`src/rtl/song_pkg.sv`:
```
// Shared song-RAM definitions for the recording and playback paths.
package song_pkg;

    localparam logic [1:0] PLAY_STATE   = 2'b10;
    localparam logic [1:0] RECORD_STATE = 2'b01;

    localparam int NOTE_MSB = 15;
    localparam int NOTE_LSB = 10;
    localparam int DUR_MSB  = 9;
    localparam int DUR_LSB  = 0;

    localparam logic [15:0] END_WORD = 16'h0000;
    localparam int SONG_DEPTH = 128;

    typedef enum logic [2:0] {
        ST_IDLE,
        ST_FETCH,
        ST_DECODE,
        ST_HOLD,
        ST_DONE
    } play_state_t;

endpackage

```
`src/rtl/ram_to_notes_if.sv`:
```
// Song RAM read port: registered address out, data back one cycle later.
interface ram_to_notes_if #(
    parameter int ADDR_W = 7
) ();
    logic [ADDR_W-1:0] read_address;
    logic [15:0]       read_data;

    modport master (output read_address, input read_data);
    modport slave  (input read_address, output read_data);
endinterface

```
`src/rtl/ram_to_notes_voice_slot.sv`:
```
// One playback voice: holds a note and counts its duration down in beats.
module voice_slot #(
    parameter int DUR_W = 10
) (
    input  logic             clk,
    input  logic             reset,
    input  logic             beat,
    input  logic             load,
    input  logic             clear,
    input  logic [5:0]       note_in,
    input  logic [DUR_W-1:0] dur_in,
    output logic [5:0]       note_out,
    output logic             active
);

    logic [DUR_W-1:0] cnt;

    always_ff @(posedge clk) begin
        if (!reset || clear) begin
            note_out <= '0;
            cnt      <= '0;
            active   <= 1'b0;
        end else if (load) begin
            note_out <= note_in;
            cnt      <= (dur_in == '0) ? DUR_W'(1) : dur_in;
            active   <= 1'b1;
        end else if (active && beat) begin
            // last beat frees the slot on this same edge
            if (cnt == DUR_W'(1)) begin
                note_out <= '0;
                cnt      <= '0;
                active   <= 1'b0;
            end else begin
                cnt <= cnt - 1'b1;
            end
        end
    end

endmodule

```
`src/rtl/ram_to_notes.sv`:
```
// Song playback: walks the song RAM and sounds note events on a voice pool.
module ram_to_notes
    import song_pkg::*;
#(
    parameter int NUM_VOICES = 8,
    parameter int ADDR_W     = 7,
    parameter int DUR_W      = 10
) (
    input  logic                    clk,
    input  logic                    reset,
    input  logic                    beat,
    input  logic [1:0]              master_state,
    ram_to_notes_if.master          ram,
    output logic [6*NUM_VOICES-1:0] notes,
    output logic [NUM_VOICES-1:0]   voices_active,
    output logic                    start_playback,
    output logic                    finished_playback,
    output logic                    note_dropped
);

    play_state_t       state;
    logic [ADDR_W-1:0] addr;
    logic [DUR_W-1:0]  hold_cnt;

    logic              abort;
    logic              is_end;
    logic              is_note;
    logic              has_free;
    logic              want_voice;
    logic              found;
    logic [5:0]        rd_note;
    logic [DUR_W-1:0]  rd_dur;
    logic [NUM_VOICES-1:0] load_vec;

    logic              at_last;
    logic [ADDR_W-1:0] adv_addr;
    play_state_t       adv_state;

    assign ram.read_address = addr;

    assign rd_note  = ram.read_data[NOTE_MSB:NOTE_LSB];
    assign rd_dur   = ram.read_data[DUR_MSB:DUR_LSB];
    assign is_end   = (ram.read_data == END_WORD);
    assign is_note  = (rd_note != '0);
    assign has_free = ~&voices_active;

    assign abort = (state != ST_IDLE) && (master_state != PLAY_STATE);
    assign want_voice = (state == ST_DECODE) && is_note && !abort;

    // no wrap: the last entry ends the song
    assign at_last   = (addr == '1);
    assign adv_addr  = at_last ? addr : addr + 1'b1;
    assign adv_state = at_last ? ST_DONE : ST_FETCH;

    assign finished_playback = (state == ST_DONE) && (voices_active == '0);

    always_comb begin
        load_vec = '0;
        found    = 1'b0;
        for (int i = 0; i < NUM_VOICES; i++) begin
            if (!voices_active[i] && !found) begin
                load_vec[i] = want_voice;
                found       = 1'b1;
            end
        end
    end

    for (genvar v = 0; v < NUM_VOICES; v++) begin : g_voice
        voice_slot #(.DUR_W(DUR_W)) u_slot (
            .clk      (clk),
            .reset    (reset),
            .beat     (beat),
            .load     (load_vec[v]),
            .clear    (abort),
            .note_in  (rd_note),
            .dur_in   (rd_dur),
            .note_out (notes[6*v +: 6]),
            .active   (voices_active[v])
        );
    end

    always_ff @(posedge clk) begin
        if (!reset) begin
            state          <= ST_IDLE;
            addr           <= '0;
            hold_cnt       <= '0;
            start_playback <= 1'b0;
            note_dropped   <= 1'b0;
        end else begin
            start_playback <= 1'b0;
            note_dropped   <= 1'b0;
            if (abort) begin
                state    <= ST_IDLE;
                hold_cnt <= '0;
            end else begin
                unique case (state)
                    ST_IDLE: begin
                        if (master_state == PLAY_STATE) begin
                            start_playback <= 1'b1;
                            addr           <= '0;
                            state          <= ST_FETCH;
                        end
                    end
                    ST_FETCH: state <= ST_DECODE;
                    ST_DECODE: begin
                        if (is_end) begin
                            state <= ST_DONE;
                        end else if (is_note) begin
                            note_dropped <= !has_free;
                            addr         <= adv_addr;
                            state        <= adv_state;
                        end else if (rd_dur == '0) begin
                            addr  <= adv_addr;
                            state <= adv_state;
                        end else begin
                            hold_cnt <= rd_dur;
                            state    <= ST_HOLD;
                        end
                    end
                    ST_HOLD: begin
                        if (beat) begin
                            hold_cnt <= hold_cnt - 1'b1;
                            if (hold_cnt == DUR_W'(1)) begin
                                addr  <= adv_addr;
                                state <= adv_state;
                            end
                        end
                    end
                    ST_DONE: state <= ST_DONE;
                    default: state <= ST_IDLE;
                endcase
            end
        end
    end

endmodule
```
`src/flat_wrapper.sv`:
```
// flat-port wrapper written by rule: the top's interface ports become plain ports
module ram_to_notes_flat import song_pkg::*;
#(
    parameter int NUM_VOICES = 8,
    parameter int ADDR_W     = 7,
    parameter int DUR_W      = 10
)
  (clk, reset, beat, master_state, notes, voices_active, start_playback, finished_playback, note_dropped, ram_read_address, ram_read_data);
  ram_to_notes_if #(.ADDR_W(ADDR_W)) ram_i ();
  input  logic clk;
  input  logic reset;
  input  logic beat;
  input  logic [1:0] master_state;
  output logic [6*NUM_VOICES-1:0] notes;
  output logic [NUM_VOICES-1:0] voices_active;
  output logic start_playback;
  output logic finished_playback;
  output logic note_dropped;
  output wire logic [$bits(ram_i.read_address)-1:0] ram_read_address;
  input wire logic [$bits(ram_i.read_data)-1:0] ram_read_data;
  assign ram_read_address = ram_i.read_address;
  assign ram_i.read_data = ram_read_data;
  ram_to_notes #(.NUM_VOICES(NUM_VOICES), .ADDR_W(ADDR_W), .DUR_W(DUR_W)) u_core (.clk(clk), .reset(reset), .beat(beat), .master_state(master_state), .ram(ram_i), .notes(notes), .voices_active(voices_active), .start_playback(start_playback), .finished_playback(finished_playback), .note_dropped(note_dropped));
endmodule
```
`config.mk`:
```
export PLATFORM = sky130hd
export DESIGN_NAME = ram_to_notes_flat
export DESIGN_NICKNAME = d
export VERILOG_FILES = /design/src/rtl/song_pkg.sv /design/src/rtl/ram_to_notes_if.sv /design/src/rtl/ram_to_notes_voice_slot.sv /design/src/rtl/ram_to_notes.sv /design/src/flat_wrapper.sv
export SDC_FILE = /design/constraint.sdc
export NUM_CORES = 1
export LEC_CHECK = 0
export CORE_ASPECT_RATIO = 0.6
export CORE_MARGIN = 4
export CORE_UTILIZATION = 30
export DETAILED_ROUTE_END_ITERATION = 6
export MAX_ROUTING_LAYER = met4
export SYNTH_ARGS = -nofsm -noshare
export SYNTH_HDL_FRONTEND = slang
export SYNTH_HIERARCHICAL = 1
export SYNTH_SLANG_ARGS = --single-unit
```
`constraint.sdc`:
```
create_clock -name clk -period 2.5 [get_ports clk]
set_input_delay 0.375 -clock clk [delete_from_list [all_inputs] [get_ports clk]]
set_output_delay 0.375 -clock clk [all_outputs]
set_load 0.005 [all_outputs]
```
== Yosys cells after proc, flatten, opt, wreduce, memory -nomap -nowiden ==
Index checks and enable logic that the tools add are counted.
Word-level totals
  register bits after elaboration: 158
  input port bits: 21
  output and inout port bits: 66
  word-level logic and storage cells: 251
Operators by class
  $add $sub $neg: 10
  equality and inequality tests: 23
  mux-type cells: 110
  bitwise operators: 5
  reduce and logical (&&, ||, !) cells: 74
Operators with widths (count)
  $mux 10: 29
  $mux 6: 24
  $eq 10x1->1 const B: 9
  $sub 10x1->10 const B: 9
  $mux 7: 7
  $mux 1: 40
  $reduce_bool 2->1: 17
  $mux 3: 7
  $pmux 7 s3: 1
  $pmux 10 s2: 1
  $logic_and 1x1->1: 19
  $logic_not 16->1: 1
  $reduce_and 2->1: 8
  $logic_not 1->1: 15
  $pmux 3 s5: 1
  $logic_not 10->1: 1
  $ne 2x2->1 const B: 5
  $logic_not 8->1: 1
  $reduce_and 8->1: 1
  $add 7x1->7 const B: 1
  $eq 7x7->1 const B: 1
  $reduce_and 7->1: 1
  $eq 3x2->1 const B: 2
  $reduce_bool 3->1: 2
  14 further kinds: 19

== Longest topological paths before layout ==
Gate-level depths: netlist of the first run.
  word-level depth: 23
  gate-level depth with buffers: 10
  mapped depth without buffers: 9

== Hierarchy ==
The synthesis of the first run kept the hierarchy.
By module, submodules not included
  voice_slot: instances 8, cells each 108, area an instance 882.1 µm², sequential area each 340.3 µm²
  ram_to_notes: instances 1, cells each 198, area an instance 1556.5 µm², sequential area each 440.4 µm²

== Worst setup path after synthesis of the first run ==
No wires, ideal clock.
  path type: register -> register
  start: reg u_core.state[0]
  end: reg u_core.g_voice[6].u_slot.cnt[0]
  library setup time: 0.130 ns
  arrival: 2.172 ns
  data required time: 2.370 ns
  setup slack: 0.198 ns
  stages on the path, launching flop included: 11
  buffers on the path: 4
  clock period less this slack: 2.302 ns
  cell sequence: dfxtp_1 > clkbuf_1 > clkbuf_1 > nor3_1 > nand2_1 > nor4_1 > clkbuf_1 > inv_1 > clkbuf_1 > a311oi_1 > nor3_1
On the way
  longest elaborated chain between the ends: 6
  elaborated cells between the ends (all ways): 10
  those cells by class: eq/ne (1); mux (2); reduce/logical (7)
RTL lines
  start, declared: line ram_to_notes.sv:21  | play_state_t state;
  start signal, assigned: line ram_to_notes.sv:111  | state <= adv_state;
  start signal, assigned: line ram_to_notes.sv:114  | state <= adv_state;
  start signal, assigned: line ram_to_notes.sv:125  | state <= adv_state;
  $reduce_bool 3->1: line ram_to_notes.sv:47  | assign abort = (state != ST_IDLE) && (master_state != PLAY_STATE);
  $logic_and 1x1->1: line ram_to_notes.sv:47
  $logic_not 1->1: line ram_to_notes.sv:48  | assign want_voice = (state == ST_DECODE) && is_note && !abort;
  $logic_and 1x1->1 *: line ram_to_notes.sv:48
  $mux 1 *: line ram_to_notes.sv:61  | if (!voices_active[i] && !found) begin
  via u_core.load_vec[6]: line ram_to_notes.sv:33  | logic [NUM_VOICES-1:0] load_vec;
  $mux 10 or $reduce_bool 2->1 (tied branches)
  end signal, assigned: line ram_to_notes_voice_slot.sv:25  | cnt <= (dur_in == '0) ? DUR_W'(1) : dur_in;
  end signal, assigned: line ram_to_notes_voice_slot.sv:34  | cnt <= cnt - 1'b1;
  end, declared: line ram_to_notes_voice_slot.sv:16  | logic [DUR_W-1:0] cnt;
The timed path passes the listed nets; every way through them passes the cells marked *.
A chain may end at the register's enable or synchronous reset.

== Final worst setup path of the first run ==
  start: reg u_core.g_voice[7].u_slot.active
  end: out finished_playback
On the way
  longest elaborated chain between the ends: 2
RTL lines
  start, declared: line ram_to_notes_voice_slot.sv:13  | output logic active
  start signal, assigned: line ram_to_notes_voice_slot.sv:22  | active <= 1'b0;
  start signal, assigned: line ram_to_notes_voice_slot.sv:26  | active <= 1'b1;
  start signal, assigned: line ram_to_notes_voice_slot.sv:32  | active <= 1'b0;
  $logic_not 8->1: line ram_to_notes.sv:55  | assign finished_playback = (state == ST_DONE) && (voices_active == '0);
  $logic_and 1x1->1: line ram_to_notes.sv:55
  end, declared: line flat_wrapper.sv:17  | output logic finished_playback;
Every way passes these cells.

==> run summary, run 1 <==
Status: finished, final reports clean
Dpl hpwl: 22.0 mm
Worst skew pair latency: 440 ps
Multi-input logic area: 5040 µm²
VDD IR max: 0.000422 V
Die width: 227 µm
Clk slew on worst S/H paths: 70 ps
Crit path from: u_core/g_voice[7].u_slot/active
Total global routing overflow: 0
Post-CTS Hold Buffers: 0
Die area: 31600 µm²
First-pass GRT wire length: 50.1 mm
Reg2Reg Setup Slack: 330 ps
Synthesis Warnings: 6
Worst endpoint required time: 2120 ps
Critical Path End: finished_playback
Seq/Total Area, Yosys: 36.7%
Rel. slew slack: 46.1%
Clock buffer depth: 2
Antenna viol nets, final: 0
Tcrit/Tclk final: 96.3%
Antenna diodes: 0
Mean routed wirelength per cell: 20.1 µm
Post-Syn Instances: 1062
Area growth syn-to-layout: 31.5%
Fmax: 415 MHz
Internal power: 4170 µW
Most frequent cells in the layout: dfxtp_1, nor2_1, buf_4
Mean post-synth cell area: 8.11 µm²
Worst min path class: flip-flop to flip-flop
Synthesized flop and latch total: 158
CTS tree: done
Max-cap violations: 0
CTS sink count: 158
Reg2Reg Depth: 8
Fillers: 2780
Worst Tran Pin Value: 801 ps
CP arrival: 2030 ps
Sequential share of power: 45.0%
WL final: 31.9 mm
Number of I/O port buffers: 86
Htree depth: 4
RR Endpoint: u_core/g_voice[5].u_slot/cnt[4]
Share of power burned in the clock network: 47.2%
Max Transition Viols Final: 0
Reg-to-reg startpoint: u_core/state[2]
Critical Path Fanout Max: 2
Vias in the first global route: 8637
PwrDens: 497 nW/µm²
Final Hold Fails: 0
Min Tclk post-route: 2410 ps
Most common flop cell mapped by yosys: dfxtp_1
Final clock skew: 9.53 ps
Placer Congestion: 0.948
Clk root buf: clkbuf_16
Total track usage: 20.4%
Endpoint type of the worst setup path: output pin
Initial DRC count: 1139
Row cnt: 47
Vias per inst: 5.86
Worst setup margin: 91.8 ps
Register area: 3160 µm²
CTS buffer count: 17
Via count: 9291
Number of synthesized flops with an enable pin: 0
Core area: 27900 µm²
Count of final setup violators: 0
# DRC: 0
Ys async rst share: 0%
Worst setup SP type: flip-flop
Kind of critical path: flip-flop to output pin
Unique masters post-synth: 59
Lkg Pwr: 0.00395 µW
Largest net degree at the start of global routing: 28
Share of layout cells above drive strength 1: 16.2%
Final Power: 5620 µW
I/O pin cnt: 87
Antenna violations before repair: 1
Die Ht: 139 µm
Postcts setup bufs: 0
Nets: 1246
Initial core utilization: 30.8%
Syn nets: 1102
Commonest non-fill, non-tap cell in the layout: dfxtp_1
Sw Ratio: 25.8%
NetSw: 1450 µW
Comb power frac: 7.8%
Initial DRT Pass Iterations: 5
Worst slack, placed: -442 ps
Synthesized area: 8610 µm²
-- layout make-up --
cell class | count | area share, %
inverter | 53 | 1.79
clock buffer | 18 | 3.79
clock inverter | 14 | 1.44
multi-input combinational | 776 | 44.5
timing repair buffer | 200 | 16.5
tap | 367 | 4.06
sequential | 158 | 27.9
-- worst min-delay path by stage --
stage	startpoint	to	slack (ps)	depth (start not counted)
finish	u_core/g_voice[0].u_slot/cnt[4]	u_core/g_voice[0].u_slot/cnt[4]	480	2
global route	u_core/ram.read_address[6]	u_core/ram.read_address[6]	500	2
CTS	u_core/g_voice[0].u_slot/cnt[4]	u_core/g_voice[0].u_slot/cnt[4]	480	2
detailed placement	u_core/g_voice[0].u_slot/cnt[4]	u_core/g_voice[0].u_slot/cnt[4]	470	2
global placement	u_core/g_voice[4].u_slot/cnt[4]	u_core/g_voice[4].u_slot/cnt[4]	470	2
floorplan	u_core/hold_cnt[8]	u_core/hold_cnt[8]	450	2
-- stage by stage --
| stage | utilization [%] | cell area (µm²) | std cells | setup TNS (ps) | hold WS, ps |
|---|---|---|---|---|---|
| final | 40.5 | 11300 | 1586 | 0 | 480 |
| after global routing | 40.5 | 11300 | 1586 | -21.2 | 495 |
| after CTS | 40.3 | 11300 | 1586 | 0 | 484 |
| after detailed placement | 38.2 | 10700 | 1554 | -38120 | 474 |
| after global placement | 38.2 | 10700 | 1554 | -29400 | 467 |
| after floorplan | - | 8610 | 1062 | 0 | 451 |
-- power by group through the flow --
stage          registers, µW  logic, µW  clock network [µW]
2_1_floorplan           2580        140                   0
3_3_place_gp            2590        423                   0
3_5_place_dp            2590        427                   0
4_1_cts                 2530        426                2710
5_1_grt                 2530        459                2810
6_report                2530        438                2660
-- critical path, stage by stage, from the launching register on --
cell	delay [ps]
dfxtp_1	350
nor4_2	290
nand4b_1	140
nor4_2	160
buf_4	160
clkdlybuf4s50_1	490
-- cells by family after synthesis --
family	count (synthesis)	synth area share [%]
xor gates and xnor gates	8	0.814
and+or+nand+nor	445	27.0
buffers and inverters	128	5.90
muxes	14	1.63
adders and majority gates	19	2.76
DFF	158	36.7
AOI/OAI and AO/OA	290	25.1
-- registers in the layout (all words and copies together) (netlist names) --
name / cells
u_core/g_voice.u_slot/active: 8
u_core/g_voice.u_slot/cnt: 80
u_core/g_voice.u_slot/note_out: 48
u_core/hold_cnt: 10
u_core/note_dropped: 1
u_core/ram.read_address: 7
u_core/start_playback: 1
u_core/state: 3
-- Yosys cell counts, types with 2 or more instances --
master / n / area share [%]
a211oi_1: 10 / 0.87
a21oi_1: 49 / 2.8
a221oi_1: 24 / 2.4
a22oi_1: 49 / 4.3
a311o_1: 2 / 0.23
a311oi_1: 24 / 2.4
a31o_1: 8 / 0.81
a31o_2: 2 / 0.20
a31oi_1: 36 / 2.6
a41oi_1: 9 / 0.92
and2_1: 9 / 0.65
and3_1: 13 / 0.94
buf_1: 8 / 0.35
buf_2: 10 / 0.58
buf_6: 2 / 0.26
clkbuf_1: 55 / 2.4
dfxtp_1: 158 / 37
ha_1: 19 / 2.8
inv_1: 53 / 2.3
mux2i_1: 14 / 1.6
nand2_1: 75 / 3.3
nand2b_1: 17 / 1.2
nand3_1: 57 / 3.3
nand4_1: 31 / 2.3
nand4b_1: 10 / 1.0
nor2_1: 115 / 5.0
nor2b_1: 12 / 0.87
nor3_1: 48 / 2.8
nor3_2: 10 / 1.2
nor3b_1: 3 / 0.26
nor4_1: 17 / 1.2
nor4_2: 8 / 1.2
o2111ai_1: 8 / 0.81
o21ai_0: 12 / 0.70
o221a_2: 8 / 1.0
o22ai_1: 8 / 0.58
o311ai_0: 8 / 0.81
o31ai_1: 10 / 0.87
o32ai_1: 3 / 0.31
o32ai_2: 2 / 0.38
o41ai_1: 9 / 0.92
or3_1: 3 / 0.22
or4_1: 11 / 0.96
xnor2_1: 8 / 0.81
-- metal layers --
layer / GRT usage [%] / vias to the layer above / part of all wire [%]
li1: - / 4346 / -
met3: 3.58 / 62 / 8.5
met4: 6.72 / 0 / 2.4
met1: 30.2 / 4462 / 48
met5: - / - / 0
met2: 28.0 / 421 / 42
-- timing repair --
| item | in CTS | in global routing |
|---|---|---|
| resized for setup | 1 | 11 |
| setup endpoints to repair | 1 | 74 |
| cloned | 0 | 0 |
| pin swaps | 0 | 2 |
No activity file was read; power rests on OpenSTA's default activity.
==> inputs of run 2 (changes only) <==
--- a/config.mk
+++ b/config.mk
@@ -7,8 +7,9 @@
 export LEC_CHECK = 0
 export CORE_ASPECT_RATIO = 0.6
 export CORE_MARGIN = 4
-export CORE_UTILIZATION = 30
+export CORE_UTILIZATION = 40
 export DETAILED_ROUTE_END_ITERATION = 6
+export HOLD_SLACK_MARGIN = 0.06
 export MAX_ROUTING_LAYER = met4
 export SYNTH_ARGS = -nofsm -noshare
 export SYNTH_HDL_FRONTEND = slang
==> constraint.sdc (replaced) <==
create_clock -name clk -period 2.43 [get_ports clk]
set_input_delay 0.3645 -clock clk [delete_from_list [all_inputs] [get_ports clk]]
set_output_delay 0.3645 -clock clk [all_outputs]
set_load 0.005 [all_outputs]
==> run summary, run 2 (synthesis results as in run 1) <==
Max-cap violations: 0 (unchanged)
Worst min path class: flip-flop to flip-flop
Clk slew on worst S/H paths: 70 ps (about the same)
Worst endpoint required time: 2810 ps (+690 ps)
Max Transition Viols Final: 0 (unchanged)
Antenna violations before repair: 0 (-1)
Worst Tran Pin Value: 838 ps (+37.1 ps)
Vias per inst: 6.19 (+5.7%)
First-pass GRT wire length: 48.7 mm (-2.7%)
Nets: 1256 (+0.80%)
I/O pin cnt: 87 (unchanged)
Critical Path Fanout Max: 10 (+8)
Dpl hpwl: 21.2 mm (-3.5%)
Min Tclk post-route: 2310 ps
Postcts setup bufs: 0 (unchanged)
Placer Congestion: 0.947 (-0.18%)
Clk root buf: clkbuf_16
CTS tree: done
Antenna diodes: 0 (unchanged)
Commonest non-fill, non-tap cell in the layout: dfxtp_1
Rel. slew slack: 43.6% (-2.5 points)
Worst setup SP type: input pin
Final instance area: 11200 µm² (-1.2%)
Initial DRT Pass Iterations: 7 (+2)
Die area: 24000 µm² (-24%)
Largest net degree at the start of global routing: 34 (+21%)
Kind of critical path: input pin to flip-flop
Lkg Pwr: 0.00402 µW (+1.6%)
Row cnt: 41 (-13%)
Worst slack, placed: -496 ps (-54.9 ps)
CP arrival: 2690 ps (+660 ps)
CTS buffer count: 17 (unchanged)
Tcrit/Tclk final: 95.1%
WL final: 30.7 mm (-3.8%)
Setup TNS Final: 0 ps (unchanged)
Die Ht: 122 µm (-13%)
Antenna viol nets, final: 0 (unchanged)
# DRC: 0 (unchanged)
Biggest register: u_core/g_voice.u_slot/cnt
Htree depth: 4 (unchanged)
Number of I/O port buffers: 86 (unchanged)
Final Hold Fails: 0 (unchanged)
Area growth syn-to-layout: 29.9%
Reg2Reg Setup Slack: 290 ps (-40 ps)
Die width: 197 µm (-13%)
Most frequent cells in the layout: dfxtp_1, buf_4, nor2_1
Vias in the first global route: 8492 (-1.7%)
Worst setup margin: 120 ps (+27.9 ps)
Fmax: 433 MHz
RSZ-0062 raised after global routing: no
Share of layout cells above drive strength 1: 17.2% (+0.93 points)
PwrDens: 517 nW/µm² (+4.0%)
Number of flip-flops under the largest register name: 80 (unchanged)
Core area: 21100 µm² (-25%)
VDD IR max: 0.000479 V (+13%)
Clock buffer depth: 2 (unchanged)
Final clock skew: 6.33 ps (-3.20 ps)
Status: finished, final reports clean
Via count: 9335 (+0.47%)
Initial DRC count: 1249 (+9.7%)
Count of final setup violators: 0 (unchanged)
CTS sink count: 158 (unchanged)
Worst skew pair latency: 440 ps (about the same)
Total track usage: 26.3% (+5.9 points)
DP Area: 10500 µm² (-1.3%)
Initial core utilization: 40.9% (+10 points)
Total global routing overflow: 0 (unchanged)
Endpoint type of the worst setup path: flip-flop
Mean routed wirelength per cell: 20.4 µm (+1.2%)
Largest regs: u_core/g_voice.u_slot/cnt (80), u_core/g_voice.u_slot/note_out (48), u_core/hold_cnt (10)
-- run 2: layout make-up --
type                    instances  area, µm²
well taps                     279        349
inverters                      53        199
fillers                      1989       9890
clock inverters                15        166
repair buffers                210       1850
flip-flops and latches        158       3170
clock buffers                  17        425
multi-input cells             776       5040
-- run 2: final timing paths --
path / to / cells after the start / from
max: u_core/g_voice[7].u_slot/cnt[7] / 12 / ram_read_data[10]
min: u_core/g_voice[1].u_slot/cnt[4] / 2 / u_core/g_voice[1].u_slot/cnt[4]
max reg2reg: u_core/g_voice[7].u_slot/cnt[7] / 10 / u_core/state[1]
min reg2reg: u_core/g_voice[1].u_slot/cnt[4] / 2 / u_core/g_voice[1].u_slot/cnt[4]
-- run 2: timing repair --
item / 4_1_cts / 5_1_grt
hold buffers: 0 / 0
pin swaps: 0 / 3
endpoints found under the setup margin: 8 / 70
cloned: 0 / 0
resized for setup: 4 / 12
-- run 2: routing by layer --
| metal | wire length, µm | GRT usage, % | up-vias |
|---|---|---|---|
| li1 | - | - | 4385 |
| met1 | 14800 | 38.5 | 4449 |
| met2 | 12600 | 36.5 | 455 |
| met3 | 2680 | 5.28 | 46 |
| met4 | 612 | 7.79 | 0 |
| met5 | 0 | - | - |
-- run 2: per-stage QoR --
| step | hold WS [ps] | power (µW) | std cells | utilization (%) |
|---|---|---|---|---|
| after CTS | 490 | 5830 | 1508 | 52.8 |
| after global placement | 464 | 3060 | 1476 | 49.9 |
| after global routing | 512 | 5950 | 1508 | 53.1 |
| final | 488 | 5780 | 1508 | 53.1 |
| after floorplan | 451 | 2800 | 1062 | - |
| after detailed placement | 476 | 3060 | 1476 | 49.9 |
-- run 2: worst max-delay path, stage by stage --
cell and delay, ps:
clkdlybuf4s50_1 480, or4_4 560, nor2_2 130, nor3_2 70, nand2_1 110, buf_4 140
nor3_2 60, buf_4 150, inv_1 90, buf_4 180, o311ai_0 150, a31oi_1 180
-- run 2: report_power, final --
group / total (µW) / internal [µW] / leakage (µW) / switching [µW]
logic: 414 / 135 / 0.00245 / 279
clock network: 2770 / 1480 / 0.000297 / 1290
registers: 2600 / 2590 / 0.00127 / 8.55
total: 5780 / 4210 / 0.00402 / 1580
